[src/rtl/ysyx_23060201_lsu_pkg.sv]
// Shared definitions for the LSU: funct3 encodings, FSM states, lane-mask bases.
// Macro YSYX_23060201_LSU_MISALIGN_TRAP_EN enables the misalignment short-cut in the top.
package ysyx_23060201_lsu_pkg;

   localparam logic [2:0] F3_LB  = 3'b000;
   localparam logic [2:0] F3_LH  = 3'b001;
   localparam logic [2:0] F3_LW  = 3'b010;
   localparam logic [2:0] F3_LBU = 3'b100;
   localparam logic [2:0] F3_LHU = 3'b101;
   localparam logic [2:0] F3_SB  = 3'b000;
   localparam logic [2:0] F3_SH  = 3'b001;
   localparam logic [2:0] F3_SW  = 3'b010;

   localparam logic [3:0] MASK_BYTE = 4'b0001;
   localparam logic [3:0] MASK_HALF = 4'b0011;
   localparam logic [3:0] MASK_WORD = 4'b1111;

   typedef enum logic [1:0] {
      ST_IDLE   = 2'd0,
      ST_ACCESS = 2'd1,
      ST_RESP   = 2'd2
   } state_t;

   typedef enum logic [1:0] {
      SZ_BYTE = 2'd0,
      SZ_HALF = 2'd1,
      SZ_WORD = 2'd2
   } size_t;

   typedef struct packed {
      logic       is_store;
      logic [2:0] funct3;
      logic [4:0] rd;
   } meta_t;

   // Unknown funct3 encodings fall through to a word access.
   function automatic size_t access_size(input logic is_store, input logic [2:0] funct3);
      size_t sz;
      sz = SZ_WORD;
      if (is_store) begin
         case (funct3)
            F3_SB:   sz = SZ_BYTE;
            F3_SH:   sz = SZ_HALF;
            default: sz = SZ_WORD;
         endcase
      end else begin
         case (funct3)
            F3_LB, F3_LBU: sz = SZ_BYTE;
            F3_LH, F3_LHU: sz = SZ_HALF;
            default:       sz = SZ_WORD;
         endcase
      end
      return sz;
   endfunction

   function automatic logic [3:0] lane_base(input size_t sz);
      logic [3:0] m;
      case (sz)
         SZ_BYTE: m = MASK_BYTE;
         SZ_HALF: m = MASK_HALF;
         default: m = MASK_WORD;
      endcase
      return m;
   endfunction

   function automatic logic is_misaligned(input size_t sz, input logic [1:0] offset);
      return ((sz == SZ_HALF) && offset[0]) || ((sz == SZ_WORD) && (offset != 2'b00));
   endfunction

endpackage

[src/rtl/ysyx_23060201_lsu_if.sv]
// Bundle of the execute request, write-back response and data-memory port of the LSU.
// master = surrounding pipeline/memory, slave = the LSU itself.
interface ysyx_23060201_lsu_if #(
   parameter int ADDR_WIDTH = 32,
   parameter int DATA_WIDTH = 32
);
   logic                  in_valid;
   logic                  in_ready;
   logic                  in_is_store;
   logic [2:0]            in_funct3;
   logic [ADDR_WIDTH-1:0] in_addr;
   logic [DATA_WIDTH-1:0] in_wdata;
   logic [4:0]            in_rd;

   logic                  out_valid;
   logic                  out_ready;
   logic [DATA_WIDTH-1:0] out_rdata;
   logic [4:0]            out_rd;
   logic                  out_is_load;
   logic                  out_misalign;

   logic                  mem_ren;
   logic [ADDR_WIDTH-1:0] mem_raddr;
   logic [7:0]            mem_rmask;
   logic                  mem_wen;
   logic [ADDR_WIDTH-1:0] mem_waddr;
   logic [7:0]            mem_wmask;
   logic [DATA_WIDTH-1:0] mem_wdata;
   logic [DATA_WIDTH-1:0] mem_rdata;

   modport master (
      output in_valid, in_is_store, in_funct3, in_addr, in_wdata, in_rd,
      input  in_ready,
      input  out_valid, out_rdata, out_rd, out_is_load, out_misalign,
      output out_ready,
      input  mem_ren, mem_raddr, mem_rmask, mem_wen, mem_waddr, mem_wmask, mem_wdata,
      output mem_rdata
   );

   modport slave (
      input  in_valid, in_is_store, in_funct3, in_addr, in_wdata, in_rd,
      output in_ready,
      output out_valid, out_rdata, out_rd, out_is_load, out_misalign,
      input  out_ready,
      output mem_ren, mem_raddr, mem_rmask, mem_wen, mem_waddr, mem_wmask, mem_wdata,
      input  mem_rdata
   );
endinterface

[src/rtl/ysyx_23060201_lsu_align.sv]
// Load aligner: shifts the captured word down by the byte offset and extends per funct3.
// Latency: combinational. Backpressure: none, pure function of its inputs.
module ysyx_23060201_lsu_align
   import ysyx_23060201_lsu_pkg::*;
(
   input  logic [31:0] word,
   input  logic [1:0]  offset,
   input  logic [2:0]  funct3,
   output logic [31:0] result
);
   logic [31:0] shifted;

   always_comb begin
      shifted = word >> {offset, 3'b000};
      case (funct3)
         F3_LB:   result = {{24{shifted[7]}}, shifted[7:0]};
         F3_LH:   result = {{16{shifted[15]}}, shifted[15:0]};
         F3_LBU:  result = {24'h0, shifted[7:0]};
         F3_LHU:  result = {16'h0, shifted[15:0]};
         default: result = shifted;
      endcase
   end
endmodule

[src/rtl/ysyx_23060201_lsu.sv]
// Single-outstanding load/store unit: IDLE -> ACCESS (one memory cycle) -> RESP.
// Latency: accept at edge N, memory access in N+1, out_valid from N+2; in_ready low until RESP drains.
// Backpressure: RESP holds all outputs while out_ready is low; YSYX_23060201_LSU_MISALIGN_TRAP_EN skips ACCESS on misalignment.
module ysyx_23060201_lsu
   import ysyx_23060201_lsu_pkg::*;
#(
   parameter int ADDR_WIDTH = 32,
   parameter int DATA_WIDTH = 32
) (
   input logic                clk,
   input logic                rst_n,
   ysyx_23060201_lsu_if.slave bus
);
   state_t                state_q, state_d;
   meta_t                 meta_q;
   logic [ADDR_WIDTH-1:0] addr_q;
   logic [DATA_WIDTH-1:0] wdata_q;
   logic [DATA_WIDTH-1:0] rdata_q;
   logic [DATA_WIDTH-1:0] load_res;
   logic [ADDR_WIDTH-1:0] word_addr;
   logic [3:0]            lane_mask;
   logic                  accept_vld;
   logic                  trap_now;
   logic                  res_misalign;

   assign accept_vld = bus.in_valid && (state_q == ST_IDLE);
   assign word_addr  = {addr_q[ADDR_WIDTH-1:2], 2'b00};
   // Shifting in a 4-bit context drops lanes past byte 3 for misaligned accesses.
   assign lane_mask  = lane_base(access_size(meta_q.is_store, meta_q.funct3)) << addr_q[1:0];

`ifdef YSYX_23060201_LSU_MISALIGN_TRAP_EN
   logic misalign_q;

   assign trap_now     = is_misaligned(access_size(bus.in_is_store, bus.in_funct3), bus.in_addr[1:0]);
   assign res_misalign = misalign_q;

   always_ff @(posedge clk or negedge rst_n) begin
      if (!rst_n)          misalign_q <= 1'b0;
      else if (accept_vld) misalign_q <= trap_now;
   end
`else
   assign trap_now     = 1'b0;
   assign res_misalign = 1'b0;
`endif

   always_ff @(posedge clk or negedge rst_n) begin
      if (!rst_n) begin
         state_q <= ST_IDLE;
         meta_q  <= '0;
         addr_q  <= '0;
         wdata_q <= '0;
         rdata_q <= '0;
      end else begin
         state_q <= state_d;
         if (accept_vld) begin
            meta_q.is_store <= bus.in_is_store;
            meta_q.funct3   <= bus.in_funct3;
            meta_q.rd       <= bus.in_rd;
            addr_q          <= bus.in_addr;
            wdata_q         <= bus.in_wdata;
         end
         if ((state_q == ST_ACCESS) && !meta_q.is_store) rdata_q <= bus.mem_rdata;
      end
   end

   ysyx_23060201_lsu_align u_align (
      .word   (rdata_q),
      .offset (addr_q[1:0]),
      .funct3 (meta_q.funct3),
      .result (load_res)
   );

   always_comb begin
      state_d          = state_q;
      bus.in_ready     = 1'b0;
      bus.out_valid    = 1'b0;
      bus.out_rdata    = '0;
      bus.out_rd       = '0;
      bus.out_is_load  = 1'b0;
      bus.out_misalign = 1'b0;
      bus.mem_ren      = 1'b0;
      bus.mem_raddr    = '0;
      bus.mem_rmask    = '0;
      bus.mem_wen      = 1'b0;
      bus.mem_waddr    = '0;
      bus.mem_wmask    = '0;
      bus.mem_wdata    = '0;
      case (state_q)
         ST_IDLE: begin
            bus.in_ready = 1'b1;
            if (bus.in_valid) state_d = trap_now ? ST_RESP : ST_ACCESS;
         end
         ST_ACCESS: begin
            state_d = ST_RESP;
            if (meta_q.is_store) begin
               bus.mem_wen   = 1'b1;
               bus.mem_waddr = word_addr;
               bus.mem_wmask = {4'b0000, lane_mask};
               bus.mem_wdata = wdata_q << {addr_q[1:0], 3'b000};
            end else begin
               bus.mem_ren   = 1'b1;
               bus.mem_raddr = word_addr;
               bus.mem_rmask = {4'b0000, lane_mask};
            end
         end
         ST_RESP: begin
            bus.out_valid    = 1'b1;
            bus.out_rd       = meta_q.rd;
            bus.out_is_load  = !meta_q.is_store;
            bus.out_misalign = res_misalign;
            if (!meta_q.is_store && !res_misalign) bus.out_rdata = load_res;
            if (bus.out_ready) state_d = ST_IDLE;
         end
         default: state_d = ST_IDLE;
      endcase
   end
endmodule

[src/flat_wrapper.sv]
// flat-port wrapper written by rule: the top's interface ports become plain ports
module ysyx_23060201_lsu_flat import ysyx_23060201_lsu_pkg::*;
#(
   parameter int ADDR_WIDTH = 32,
   parameter int DATA_WIDTH = 32
)
  (clk, rst_n, bus_in_valid, bus_in_is_store, bus_in_funct3, bus_in_addr, bus_in_wdata, bus_in_rd, bus_in_ready, bus_out_valid, bus_out_rdata, bus_out_rd, bus_out_is_load, bus_out_misalign, bus_out_ready, bus_mem_ren, bus_mem_raddr, bus_mem_rmask, bus_mem_wen, bus_mem_waddr, bus_mem_wmask, bus_mem_wdata, bus_mem_rdata);
  ysyx_23060201_lsu_if #(.ADDR_WIDTH(ADDR_WIDTH), .DATA_WIDTH(DATA_WIDTH)) bus_i ();
  input logic clk;
  input logic rst_n;
  input wire logic [$bits(bus_i.in_valid)-1:0] bus_in_valid;
  input wire logic [$bits(bus_i.in_is_store)-1:0] bus_in_is_store;
  input wire logic [$bits(bus_i.in_funct3)-1:0] bus_in_funct3;
  input wire logic [$bits(bus_i.in_addr)-1:0] bus_in_addr;
  input wire logic [$bits(bus_i.in_wdata)-1:0] bus_in_wdata;
  input wire logic [$bits(bus_i.in_rd)-1:0] bus_in_rd;
  output wire logic [$bits(bus_i.in_ready)-1:0] bus_in_ready;
  output wire logic [$bits(bus_i.out_valid)-1:0] bus_out_valid;
  output wire logic [$bits(bus_i.out_rdata)-1:0] bus_out_rdata;
  output wire logic [$bits(bus_i.out_rd)-1:0] bus_out_rd;
  output wire logic [$bits(bus_i.out_is_load)-1:0] bus_out_is_load;
  output wire logic [$bits(bus_i.out_misalign)-1:0] bus_out_misalign;
  input wire logic [$bits(bus_i.out_ready)-1:0] bus_out_ready;
  output wire logic [$bits(bus_i.mem_ren)-1:0] bus_mem_ren;
  output wire logic [$bits(bus_i.mem_raddr)-1:0] bus_mem_raddr;
  output wire logic [$bits(bus_i.mem_rmask)-1:0] bus_mem_rmask;
  output wire logic [$bits(bus_i.mem_wen)-1:0] bus_mem_wen;
  output wire logic [$bits(bus_i.mem_waddr)-1:0] bus_mem_waddr;
  output wire logic [$bits(bus_i.mem_wmask)-1:0] bus_mem_wmask;
  output wire logic [$bits(bus_i.mem_wdata)-1:0] bus_mem_wdata;
  input wire logic [$bits(bus_i.mem_rdata)-1:0] bus_mem_rdata;
  assign bus_i.in_valid = bus_in_valid;
  assign bus_i.in_is_store = bus_in_is_store;
  assign bus_i.in_funct3 = bus_in_funct3;
  assign bus_i.in_addr = bus_in_addr;
  assign bus_i.in_wdata = bus_in_wdata;
  assign bus_i.in_rd = bus_in_rd;
  assign bus_in_ready = bus_i.in_ready;
  assign bus_out_valid = bus_i.out_valid;
  assign bus_out_rdata = bus_i.out_rdata;
  assign bus_out_rd = bus_i.out_rd;
  assign bus_out_is_load = bus_i.out_is_load;
  assign bus_out_misalign = bus_i.out_misalign;
  assign bus_i.out_ready = bus_out_ready;
  assign bus_mem_ren = bus_i.mem_ren;
  assign bus_mem_raddr = bus_i.mem_raddr;
  assign bus_mem_rmask = bus_i.mem_rmask;
  assign bus_mem_wen = bus_i.mem_wen;
  assign bus_mem_waddr = bus_i.mem_waddr;
  assign bus_mem_wmask = bus_i.mem_wmask;
  assign bus_mem_wdata = bus_i.mem_wdata;
  assign bus_i.mem_rdata = bus_mem_rdata;
  ysyx_23060201_lsu #(.ADDR_WIDTH(ADDR_WIDTH), .DATA_WIDTH(DATA_WIDTH)) u_core (.clk(clk), .rst_n(rst_n), .bus(bus_i));
endmodule
[config.mk]
export PLATFORM = sky130hd
export DESIGN_NAME = ysyx_23060201_lsu_flat
export DESIGN_NICKNAME = d
export VERILOG_FILES = /design/src/rtl/ysyx_23060201_lsu_pkg.sv /design/src/rtl/ysyx_23060201_lsu_if.sv /design/src/rtl/ysyx_23060201_lsu_align.sv /design/src/rtl/ysyx_23060201_lsu.sv /design/src/flat_wrapper.sv
export SDC_FILE = /design/constraint.sdc
export NUM_CORES = 1
export LEC_CHECK = 0
export BUFFER_PORTS_ARGS = -buffer_cell sky130_fd_sc_hd__buf_2
export CAP_MARGIN = 20
export CELL_PAD_IN_SITES_DETAIL_PLACEMENT = 0
export CELL_PAD_IN_SITES_GLOBAL_PLACEMENT = 2
export CORE_MARGIN = 2
export CORE_UTILIZATION = 25
export CTS_CLUSTER_DIAMETER = 30
export CTS_CLUSTER_SIZE = 14
export DETAILED_ROUTE_END_ITERATION = 8
export PLACE_DENSITY_LB_ADDON = 0.05
export SLEW_MARGIN = 20
export SYNTH_ARGS = -nofsm -noshare
export SYNTH_HDL_FRONTEND = slang
export SYNTH_HIERARCHICAL = 1
export SYNTH_SLANG_ARGS = --single-unit
[constraint.sdc]
create_clock -name clk -period 1.58 [get_ports clk]
set_input_delay 0.316 -clock clk [delete_from_list [all_inputs] [get_ports clk]]
set_output_delay 0.316 -clock clk [all_outputs]
set_load 0.1 [all_outputs]
==> results of run 1 <==
==> per-stage QoR <==
step	power, mW	hold slack (ns)
2_1_floorplan	16.9	0.0204
3_3_place_gp	23.0	0.272
3_5_place_dp	23.2	0.271
4_1_cts	28.4	0.147
5_1_grt	31.1	0.162
6_report	29.7	0.159
==> worst register-to-register path, delay by kind of cell (launching register included) <==
| family | cells | cell delay [ns] |
|---|---|---|
| buffers and inverters | 5 | 0.59 |
| flip-flops | 1 | 0.43 |
| AND/OR/NAND/NOR | 2 | 0.43 |
| multiplexers | 1 | 0.31 |
==> synthesized netlist by cell type (7+ instances only) <==
cell type,count
dfrtp_1,107
and2_1,106
mux2_1,88
mux2i_1,36
a211oi_1,33
nor2_1,32
mux2_2,17
buf_4,16
nand2_1,16
nor2b_1,16
clkbuf_1,13
buf_6,12
nand2b_1,12
buf_2,11
o22ai_1,8
a21oi_1,7
o21ai_0,7
==> area by class of cell <==
cell class	instances	area [um^2]	share of cell area, %
Timing Repair Buffer	366	5000	39.2
Multi-Input combinational cell	408	4280	33.5
Sequential cell	107	2680	21.0
Tap cell	324	405	3.17
Clock buffer	11	253	1.98
Timing Repair inverter	4	61.3	0.480
Clock inverter	5	35.0	0.274
Inverter	4	35.0	0.274
Antenna cell	6	15.0	0.118
==> layer usage <==
metal	part of all wire (%)	vias to the layer above	routed length, um	track usage [%]
met5	0.12	-	30	0
met4	1.2	4	298	5.69
met3	7.1	19	1710	6.38
met2	53	146	12900	32.1
met1	38	2764	9340	21.1
li1	-	2587	-	-
==> kinds of logic after synthesis <==
kind of cell	after synthesis	synth area share, %
AO/OA/AOI/OAI	62	7.16
buffers and inverters	58	6.34
flip-flops	107	43.6
multiplexers	141	25.1
other	1	0.0611
AND/OR/NAND/NOR	191	17.6
==> state kept, by name, summed over array words and instances, names as in the netlist <==
| name | count |
|---|---|
| u_core/addr_q | 32 |
| u_core/rdata_q | 32 |
| u_core/wdata_q | 32 |
| u_core/meta_q | 9 |
| u_core/state_q | 2 |
==> worst max-delay path by stage <==
| stage | startpoint | to | slack [ns] | cells after the start |
|---|---|---|---|---|
| final | u_core/addr_q[0] | bus_out_rdata[23] | -0.84 | 7 |
| after detailed placement | u_core/addr_q[0] | bus_out_rdata[8] | -0.42 | 6 |
| after global routing | u_core/addr_q[0] | bus_out_rdata[20] | -0.91 | 7 |
| after global placement | u_core/addr_q[0] | bus_out_rdata[16] | -0.37 | 7 |
| after floorplan | u_core/state_q[1] | bus_mem_wdata[0] | -0.80 | 3 |
| after CTS | u_core/addr_q[0] | bus_out_rdata[19] | -0.81 | 7 |
==> timing repair <==
item / 4_1_cts / 5_1_grt
endpoints found under the hold margin: 24 / 0
setup endpoints to repair: 179 / 247
hold buffers: 1 / 0
pin swaps: 25 / 18
resized for setup: 123 / 102
buffers inserted: 15 / 16
cloned: 16 / 7
==> report_power, final <==
group	total, mW	leakage, nW	internal (mW)	switching, mW
Sequential	5.64	1.25	4.16	1.48
Clock	2.27	0.142	1.16	1.11
Combinational	21.8	4.22	10.2	11.6
==> results.md, run 1 <==
- Fmax achieved: 0.414 GHz
- Non-filler instance count after layout: 1,235
- Initial antenna violation count: 8
- Async SR Flop Fraction: 100%
- Max clock buf depth: 2
- Area of the core: 0.0242 mm^2
- Biggest area consumer among synthesized cells: dfrtp_1
- Nets@finish: 1,009
- Port Buf Inserts: 250
- Largest net degree at the start of global routing: 44
- Root Buffer: clkbuf_16
- CP Cell Sequence: nand2b_4, a311oi_2, o211ai_2, buf_12, o21ai_1, and2_4, buf_12
- Seq cells post-synth: 107
- Peak supply drop: 1.11 mV
- Leak pwr: 5.61 nW
- Number of remaining DRC errors: 0
- Die Wd: 161 um
- Layout area overhead: 108%
- Reg2reg path depth: 8
- Vias in the first global route: 5,981
- Crit path time final: 2.42 ns
- Final TNS setup: -97.88 ns
- Max-cap violations: 0
- Vias/cell: 4.47
- Reg2Reg Capture Point: u_core/rdata_q[21]
- CTS tree: yes
- GP Congestion: 0.830
- Tcrit/Tclk final: 153%
- Post-synth top flop: dfrtp_1
- Final HPWL DP: 16.4 mm
- Hold path depth: 2
- Crit path max fanout: 8
- Post-DRT Antenna Nets: 0
- PwrDens: 2320 mW/mm^2
- Via count: 5,520
- Synthesized cell area: 0.00613 mm^2
- Register area share after synthesis: 43.6%
- Filler Cell Count: 2,057
- Pins Over Slew Limit: 0
- Worst slack, placed: -0.425 ns
- CP max-delay cell: dfrtp_4
- First DRT Iteration DRCs: 208
- CTS Buf Count: 9
- Critical Path Max Stage Delay: 0.56 ns
- Share of cells above drive strength 1: 73.7%
- RSZ-0062 raised after global routing: true
- Synthesized netlist cell count: 560
- Die ar.: 0.0258 mm^2
- CP Class: reg2out
- H-Tree Level Count: 3
- Main area contributors after synthesis: dfrtp_1 44%, mux2_1 16%, and2_1 11%
- CP required: 1.26 ns
- Reg2reg setup slack: -0.29 ns
- Hold path startpoint: bus_out_ready
- CP dominant cell by count: buf_12
- Post-synth EDFFs: 0
- Global-route wire length before repair: 36.1 mm
- # clock sinks: 107
- Fin area: 0.0128 mm^2
- Most frequent cells in the layout: 171 x buf_12, 107 x and2_4, 107 x buf_2, 104 x dfrtp_1, 77 x mux2_4
- # rows: 57
- Gr usage total: 18.4%
- R2R Path Start: u_core/state_q[1]
- Setup ws final: -0.836 ns
- Pre-antenna DRT Iters: 4
- CP delay by family, top: flip-flops
- Hold Crit Class: in2reg
- Crit path launch type: flop
- Post-DP Area: 0.0109 mm^2
- WL/cell: 19.7 um
- Unique masters post-synth: 32
- WP data arrival: 2.10 ns
- Final Hold Fails: 0
- Failing checks: setup timing
- Final core occ: 52.8%
- Syn_area_per_cell: 11.0 um^2
- Synthesis Warnings: 6
- Reg clk slew, reported paths: 0.07 ns
- Initial cell density of the core: 25.4%
- Total gr overflow: 0
- Run status: complete, but fails checks
- Worst Setup End Kind: output port
- Clk_lat worst skew: 0.36 ns
- Buf+Inv Stages, Crit Path: 2
- Final Skew: 0.00885 ns
- Most common cell after layout, fill and taps aside: buf_12
- Ports: 264
- Setup Viol. Count Final: 247
- Die height: 161 um
- Hold endpoint: u_core/state_q[1]
- Final WL: 24.3 mm
- Placed cell count: 1,165
- Post-synth top area share: 43.6%
Note: power is estimated with default switching activity, not from simulation.
==> run 2, diff against run 1 <==
Clock period 1.58 ns to 1.96 ns, I/O delays scaled along.
==> run 2 against run 1 <==
Global-route usage decreased by 0.67 points. Design area shrank 4.8%. Wire length down 6.0%. Largest cell class unchanged. Combinational power decreased by 27%. The flow still finishes with violations (setup timing). Largest power group unchanged. Count of clock-buffer cells in the layout shrank 2.
==> results.md, run 2 (same netlist as run 1, synthesis figures left out) <==
- Crit path max fanout: 8 (unchanged)
- Area of the core: 0.0242 mm^2 (unchanged)
- CP required: 1.57 ns (+0.31 ns)
- Tcrit/Tclk final: 124%
- Run status: complete, but fails checks
- CP Class: reg2out
- Gr usage total: 17.7% (-0.67 points)
- Root Buffer: clkbuf_16
- Hold path depth: 2 (unchanged)
- Clk_lat worst skew: 0.35 ns (about the same)
- Total gr overflow: 0 (unchanged)
- Share of cells above drive strength 1: 65.0% (-8.7 points)
- CP Cell Sequence: nand2b_4, a311oi_2, o211ai_2, buf_6, buf_6, nand2_1, and2_4, buf_12
- Die ar.: 0.0258 mm^2 (unchanged)
- Most frequent cells in the layout: 165 x buf_12, 108 x buf_2, 106 x and2_4, 103 x dfrtp_1, 88 x mux2_1
- Worst Setup End Kind: output port
- Final Hold Fails: 0 (unchanged)
- Crit path launch type: flop
- Final TNS setup: -38.76 ns (+59.12 ns)
- Reg2reg path depth: 8 (unchanged)
- Fmax achieved: 0.410 GHz
- Number of remaining DRC errors: 0 (unchanged)
- Filler Cell Count: 2,121 (+3.1%)
- CTS Buf Count: 9 (unchanged)
- Port Buf Inserts: 250 (unchanged)
- WP data arrival: 2.05 ns (-0.05 ns)
- Reg area: 0.00269 mm^2 (about the same)
- Hold Crit Class: in2reg
- Die Wd: 161 um (unchanged)
- Critical Path Max Stage Delay: 0.53 ns (-0.03 ns)
- Via count: 5,371 (-2.7%)
- Routed wl met2: 11.3 mm (-13%)
- Pre-antenna DRT Iters: 4 (unchanged)
- Peak supply drop: 0.856 mV (-23%)
- RSZ-0062 raised after global routing: true
- WL/cell: 18.9 um (-4.1%)
- Layout area overhead: 98.3%
- Area of the multi-input gates: 0.00399 mm^2 (-6.7%)
- H-Tree Level Count: 3 (unchanged)
- Max-cap violations: 0 (unchanged)
- Placed cell count: 1,147 (-1.5%)
- Vias in the first global route: 5,755 (-3.8%)
- Non-filler instance count after layout: 1,211 (-1.9%)
- Setup ws final: -0.480 ns (+0.356 ns)
- Total power: 22.6 mW (-24%)
- Largest regs: u_core/addr_q (32), u_core/rdata_q (32), u_core/wdata_q (32)
- CTS tree: yes
- Worst slack, placed: -0.159 ns (+0.265 ns)
- Crit path time final: 2.44 ns
- Initial antenna violation count: 7 (-1)
- Final Skew: 0.00706 ns (-0.00180 ns)
- Max clock buf depth: 2 (unchanged)
- PwrDens: 1850 mW/mm^2 (-20%)
- Die height: 161 um (unchanged)
- Initial cell density of the core: 25.4% (unchanged)
- Pins Over Slew Limit: 0 (unchanged)
- CP dominant cell by count: buf_6
- Leak pwr: 5.20 nW (-7.3%)
- # rows: 57 (unchanged)
- Nets@finish: 989 (-2.0%)
- Setup Viol. Count Final: 140 (-43%)
- Global-route wire length before repair: 34.8 mm (-3.6%)
- Final HPWL DP: 16.5 mm (+0.53%)
- Post-DRT Antenna Nets: 0 (unchanged)
- GP Congestion: 0.759 (-8.6%)
- Highest routed layer: met5
- Most common cell after layout, fill and taps aside: buf_12
- Ports: 264 (unchanged)
- CP max-delay cell: dfrtp_4
- # clock sinks: 107 (unchanged)
- Wire length on met1: 9.52 mm (+1.9%)
- Routed wl met3: 1.75 mm (+2.2%)
- Vias/cell: 4.44 (-0.77%)
- Final WL: 22.8 mm (-6.0%)
- Largest net degree at the start of global routing: 40 (-9.1%)
- First DRT Iteration DRCs: 138 (-34%)
- Reg clk slew, reported paths: 0.08 ns (about the same)
- Failing checks: setup timing
run 2: final timing paths:
check	start	endpoint	slack (ns)
hold reg to reg	u_core/rdata_q[6]	u_core/rdata_q[6]	0.49
min in group asynchronous	rst_n	u_core/wdata_q[27]	0.46
setup reg to reg	u_core/state_q[1]	u_core/rdata_q[22]	0.06
max in group asynchronous	rst_n	u_core/rdata_q[18]	0.89
hold / removal	bus_out_ready	u_core/state_q[1]	0.22
setup / recovery	u_core/addr_q[0]	bus_out_rdata[28]	-0.48
run 2: per-layer routing:
layer  vias up  global-route usage [%]
met3        21                    6.82
met1      2637                    21.9
met2       172                    29.6
li1       2535                       -
met4         6                    3.07
met5         -                       0
run 2: layout make-up:
type	instances	area share (%)
multi-input combinational	407	32.8
clock buffer	9	1.85
clock inverter	6	0.597
timing repair buffer	351	39.0
antenna	3	0.0617
tap	324	3.33
sequential	107	22.1
inverter	4	0.257
run 2: power by group:
| part | internal (mW) | switching [mW] |
|---|---|---|
| combinational | 7.07 | 8.96 |
| clock | 1.00 | 0.921 |
| sequential | 3.35 | 1.24 |
run 2: through the flow:
stage	util, %	cell area, um^2	hold slack [ns]
floorplan	-	6810	0.0964
global placement	44.4	10700	0.312
detailed placement	44.4	10700	0.308
CTS	49.6	12000	0.206
global route	50.3	12200	0.223
finish	50.3	12200	0.219
run 2: critical path: cells and delay by family (launching register included):
kind	cells	cell delay [ns]
AND/OR/NAND/NOR	3	0.38
buffers and inverters	3	0.43
flip-flops	1	0.53
AO/OA/AOI/OAI	2	0.35
run 2: timing repair:
item | 4_1_cts | 5_1_grt
pin swaps | 43 | 18
hold buffers | 1 | 0
setup endpoints to repair | 140 | 173
gates cloned | 12 | 5
resized for setup | 94 | 51
hold endpoints to repair | 15 | 0
setup buffers | 33 | 10
